==> src/rtl/pu_race_engine.sv <==
// Four-lane race: lanes count down in lockstep until one or none remain.
// Ports: clk/rst_n, start+din0..3 in; puN_zero, busy, done, winner, tie, steps out.
module pu_race_engine (
  input  logic       clk,
  input  logic       rst_n,
  input  logic       start,
  input  logic [7:0] din0,
  input  logic [7:0] din1,
  input  logic [7:0] din2,
  input  logic [7:0] din3,
  output logic       pu0_zero,
  output logic       pu1_zero,
  output logic       pu2_zero,
  output logic       pu3_zero,
  output logic       busy,
  output logic       done,
  output logic [1:0] winner,
  output logic       tie,
  output logic [7:0] steps
);

  typedef enum logic [1:0] {
    IDLE,
    RUN,
    DONE
  } state_t;

  state_t           state;
  logic [3:0][7:0]  lane;
  logic [3:0]       nz;
  logic [2:0]       nz_cnt;
  logic [1:0]       last_idx;
  logic             terminal;

  always_comb begin
    nz_cnt   = '0;
    last_idx = '0;
    for (int i = 0; i < 4; i++) begin
      nz[i] = (lane[i] != 8'd0);
      nz_cnt = nz_cnt + {2'b00, nz[i]};
      if (nz[i]) last_idx = 2'(i);
    end
    terminal = (nz_cnt <= 3'd1);
  end

  assign pu0_zero = ~nz[0];
  assign pu1_zero = ~nz[1];
  assign pu2_zero = ~nz[2];
  assign pu3_zero = ~nz[3];

  always_ff @(posedge clk or negedge rst_n) begin
    if (!rst_n) begin
      state  <= IDLE;
      lane   <= '0;
      busy   <= 1'b0;
      done   <= 1'b0;
      winner <= '0;
      tie    <= 1'b0;
      steps  <= '0;
    end else begin
      unique case (state)
        IDLE: begin
          done <= 1'b0;
          if (start) begin
            lane  <= {din3, din2, din1, din0};
            steps <= '0;
            busy  <= 1'b1;
            state <= RUN;
          end
        end
        RUN: begin
          if (terminal) begin
            // last_idx is only meaningful with one survivor
            winner <= (nz_cnt == 3'd0) ? 2'd0 : last_idx;
            tie    <= (nz_cnt == 3'd0);
            done   <= 1'b1;
            state  <= DONE;
          end else begin
            for (int i = 0; i < 4; i++) begin
              if (nz[i]) lane[i] <= lane[i] - 8'd1;
            end
            steps <= steps + 8'd1;
          end
        end
        DONE: begin
          done  <= 1'b0;
          busy  <= 1'b0;
          state <= IDLE;
        end
        default: begin
          done  <= 1'b0;
          busy  <= 1'b0;
          state <= IDLE;
        end
      endcase
    end
  end

endmodule

==> config.mk <==
export PLATFORM = sky130hd
export DESIGN_NAME = pu_race_engine
export DESIGN_NICKNAME = d
export VERILOG_FILES = /design/src/rtl/pu_race_engine.sv
export SDC_FILE = /design/constraint.sdc
export NUM_CORES = 1
export LEC_CHECK = 0
export CORE_ASPECT_RATIO = 1.2
export CORE_UTILIZATION = 57
export DETAILED_ROUTE_END_ITERATION = 8
export HOLD_SLACK_MARGIN = 0.03
export PLACE_DENSITY = 0.85
export SLEW_MARGIN = 5
export SYNTH_ARGS = -nofsm -noshare
export SYNTH_HDL_FRONTEND = slang
export SYNTH_SLANG_ARGS = --single-unit
==> constraint.sdc <==
create_clock -name clk -period 11.4 [get_ports clk]
set_input_delay 2.28 -clock clk [delete_from_list [all_inputs] [get_ports clk]]
set_output_delay 2.28 -clock clk [all_outputs]
set_load 0.005 [all_outputs]
==> flow_metrics.py <==
metrics = {
    "clock_tree": {
        "htree_levels": 2,
        "cts_root_buf": "clkbuf_8",
        "cts_sinks": 47,
        "clk_path_buf_depth": 2,
        "ctsResizeCount": 0,
        "cts_tree": "done",
        "clkSlewWorstSetupHoldPaths_ns": 0.09,
        "clock_latency_ns": 0.30,
        "cts_hold_buf": 0,
        "post_cts_buffers": 0,
        "cts_buffers": 5,
    },
    "hold_path": {
        "whs_endpoint": "done$_DFFE_PN0P_",
        "holdCritStartpoint": "done$_DFFE_PN0P_",
        "hp-class": "register to register",
        "hold_depth": 2,
    },
    "routing": {
        "drtIter0Drc": 310,
        "firstDrtPassIters": 5,
        "drcViolationCount": 0,
        "vias_per_cell": 6.389,
        "wl_per_cell_um": 16.39,
        "drt-total-wl_um": 7161,
        "vias": 2792,
        "antenna_left": 0,
    },
    "timing": {
        "setup_viol": 0,
        "worst_pin_slew_ns": 1.117,
        "slew_headroom_pct": 25.39,
        "layout_min_cycle_time_ns": 4.724,
        "timing.final.crit_share_pct": 41.44,
        "hold_viol_final": 0,
        "drv_slew": 0,
        "setup_ws_ns": 6.676,
        "finalClockSkew_ns": 0.005922,
        "finalSetupTns_ns": 0,
        "rsz0062_at_grt": "no",
        "timing.fmax_mhz": 211.7,
        "fin_hold_ws_ns": 0.5194,
    },
    "critical_path": {
        "crit_type": "register to output pin",
        "cp.required_ns": 9.12,
        "critPathMaxStageDelay_ns": 0.58,
        "r2r_end": "lane[31]$_DFFE_PN0P_",
        "cp_max_fo": 5,
        "cpMaxStageDelayCell": "clkdlybuf4s50_1",
        "worstRegToRegCells": 15,
        "end_kind": "output pin",
        "worst_ep_arrival_time_ns": 2.44,
        "r2r_slack_ns": 6.80,
        "start_kind": "register",
        "path_cells": "inv_1 -> ha_1 -> or4b_4 -> nor4_4 -> clkdlybuf4s50_1",
        "r2r-start": "lane[24]$_DFFE_PN0P_",
    },
    "synth": {
        "avgSynthCellArea_um2": 8.807,
        "yosysUniqueCellTypes": 57,
        "synth_cells": 335,
        "synthesis.area_mm2": 0.002950,
        "synth_top_area_share_pct": 39.86,
        "yosys.area.top_type": "dfrtp_1",
        "ys.flop_type": "dfrtp_1",
        "synth_warnings": 0,
        "synth-seq-cells": 47,
        "synth_enable_flop_cells": 0,
        "synthArstFlopShare_pct": 100.0,
        "syn_nets": 384,
        "ys_seq_area_share_pct": 39.86,
        "ys_top_cells_by_area": "dfrtp_1 40%, o21ai_0 6.1%, ha_1 5.5%",
    },
    "grt": {
        "grt_max_degree": 55,
        "grt-ovfl-total": 0,
        "antenna_found_initial": 0,
        "track_usage_pct": 28.10,
        "grt_first_pass_wirelength_um": 11820,
        "grt_pass1_vias": 2616,
    },
    "final_layout": {
        "final_nets": 425,
        "mostFrequentLayoutCells": "50 x clkdlybuf4s50_1, 47 x dfrtp_1, 36 x o21ai_0",
        "mostFrequentLayoutCell": "clkdlybuf4s50_1",
        "n_antenna_cell": 0,
        "area_delta_synth_final_pct": 20.36,
        "fin_cells": 437,
        "drive_gt1_share_pct": 6.366,
        "final_util_pct": 71.88,
        "nFillCells": 391,
        "finalInstanceArea_mm2": 0.003551,
    },
    "placed_design": {
        "place_congestion": 0.8386,
        "dp_slack_ns": 6.872,
        "hpwl_um": 4970,
        "place_area_mm2": 0.003470,
        "portBuffers": 51,
        "dp_cells": 429,
    },
    "die": {
        "die-area_mm2": 0.005469,
        "chipHeight_um": 80.81,
        "die_w_um": 67.68,
        "coreArea_mm2": 0.004940,
        "ios": 52,
        "rows": 28,
        "start_util_pct": 59.73,
    },
    "pwr": {
        "p_leak_nw": 1.460,
        "finalPower_mw": 0.8315,
        "power.density_mw_per_mm2": 234.2,
        "peakVddDrop_uv": 140.6,
    },
    "run": {
        "maxCapViolCount": 0,
    },
    "outcome": {
        "status": "complete, no violations",
    },
}
## cells in the mapped netlist (2+ instances only)
| master | number |
|---|---|
| a21oi_1 | 29 |
| ha_1 | 13 |
| o22a_1 | 6 |
| o41ai_1 | 2 |
| inv_1 | 18 |
| nor3_1 | 12 |
| a22oi_1 | 4 |
| and3_1 | 2 |
| o22ai_1 | 4 |
| a31oi_1 | 13 |
| nor4b_1 | 3 |
| o22a_2 | 2 |
| or4_4 | 2 |
| nor2b_1 | 4 |
| nand3_1 | 11 |
| nand3b_1 | 2 |
| dfrtp_1 | 47 |
| o21a_1 | 4 |
| nand2b_1 | 4 |
| buf_2 | 6 |
| a2bb2oi_1 | 6 |
| nand2_1 | 13 |
| and2_1 | 2 |
| nor3b_1 | 5 |
| o21ai_0 | 36 |
| o21ai_1 | 2 |
| a32oi_1 | 3 |
| or4_1 | 2 |
| o31a_1 | 2 |
| clkbuf_1 | 11 |
| o31ai_1 | 7 |
| nor2_1 | 32 |
| nand4_1 | 2 |
## critical path: cells and delay by family, from the launching register on
family	cells	cell delay [ns]
and+or+nand+nor	2	0.84
buffers and inverters	2	0.68
DFF	1	0.42
adders and majority gates	1	0.20
## final cells by class
cell class / instances / area (um^2) / share of cell area (%)
inverters: 19 / 71.32 / 2.008
clock buffers: 7 / 76.32 / 2.149
repair buffers: 53 / 520.5 / 14.66
clock inverters: 1 / 5.005 / 0.1409
well taps: 60 / 75.07 / 2.114
multi-input cells: 250 / 1627 / 45.81
flip-flops and latches: 47 / 1176 / 33.12
## routing by layer
layer	track usage (%)	vias up	part of all wire, %
li1	-	1324	-
met3	4.073	9	4.8
met2	48.22	92	51
met5	0	-	0
met4	6.596	0	1.0
met1	36.81	1367	43
## power by group
part | internal, mW | switching (mW)
registers | 0.243 | 0.0853
logic | 0.194 | 0.210
clock network | 0.0432 | 0.0564
## flip-flops by register name, summed over array words and instances (netlist names)
register	flops
state	2
steps	8
busy	1
lane	32
done	1
winner	2
tie	1
## worst max path at each step
stage,end,slack (ns),from,depth (start not counted)
finish,pu3_zero,6.68,lane[24]$_DFFE_PN0P_,5
global route,lane[31]$_DFFE_PN0P_,6.51,lane[24]$_DFFE_PN0P_,15
CTS,pu3_zero,6.66,lane[24]$_DFFE_PN0P_,5
detailed placement,lane[20]$_DFFE_PN0P_,6.87,lane[24]$_DFFE_PN0P_,15
global placement,lane[31]$_DFFE_PN0P_,6.98,lane[24]$_DFFE_PN0P_,15
floorplan,lane[31]$_DFFE_PN0P_,7.60,lane[24]$_DFFE_PN0P_,16
## logic make-up after synthesis
family                     count (synthesis)  synth area share [%]
AOI/OAI and AO/OA                        129                 27.91
adders and majority gates                 14                 6.192
buffers and inverters                     38                 5.471
DFF                                       47                 39.86
muxes                                      2                0.7209
and+or+nand+nor                          105                 19.85
Power figures use the tool's default switching activity.
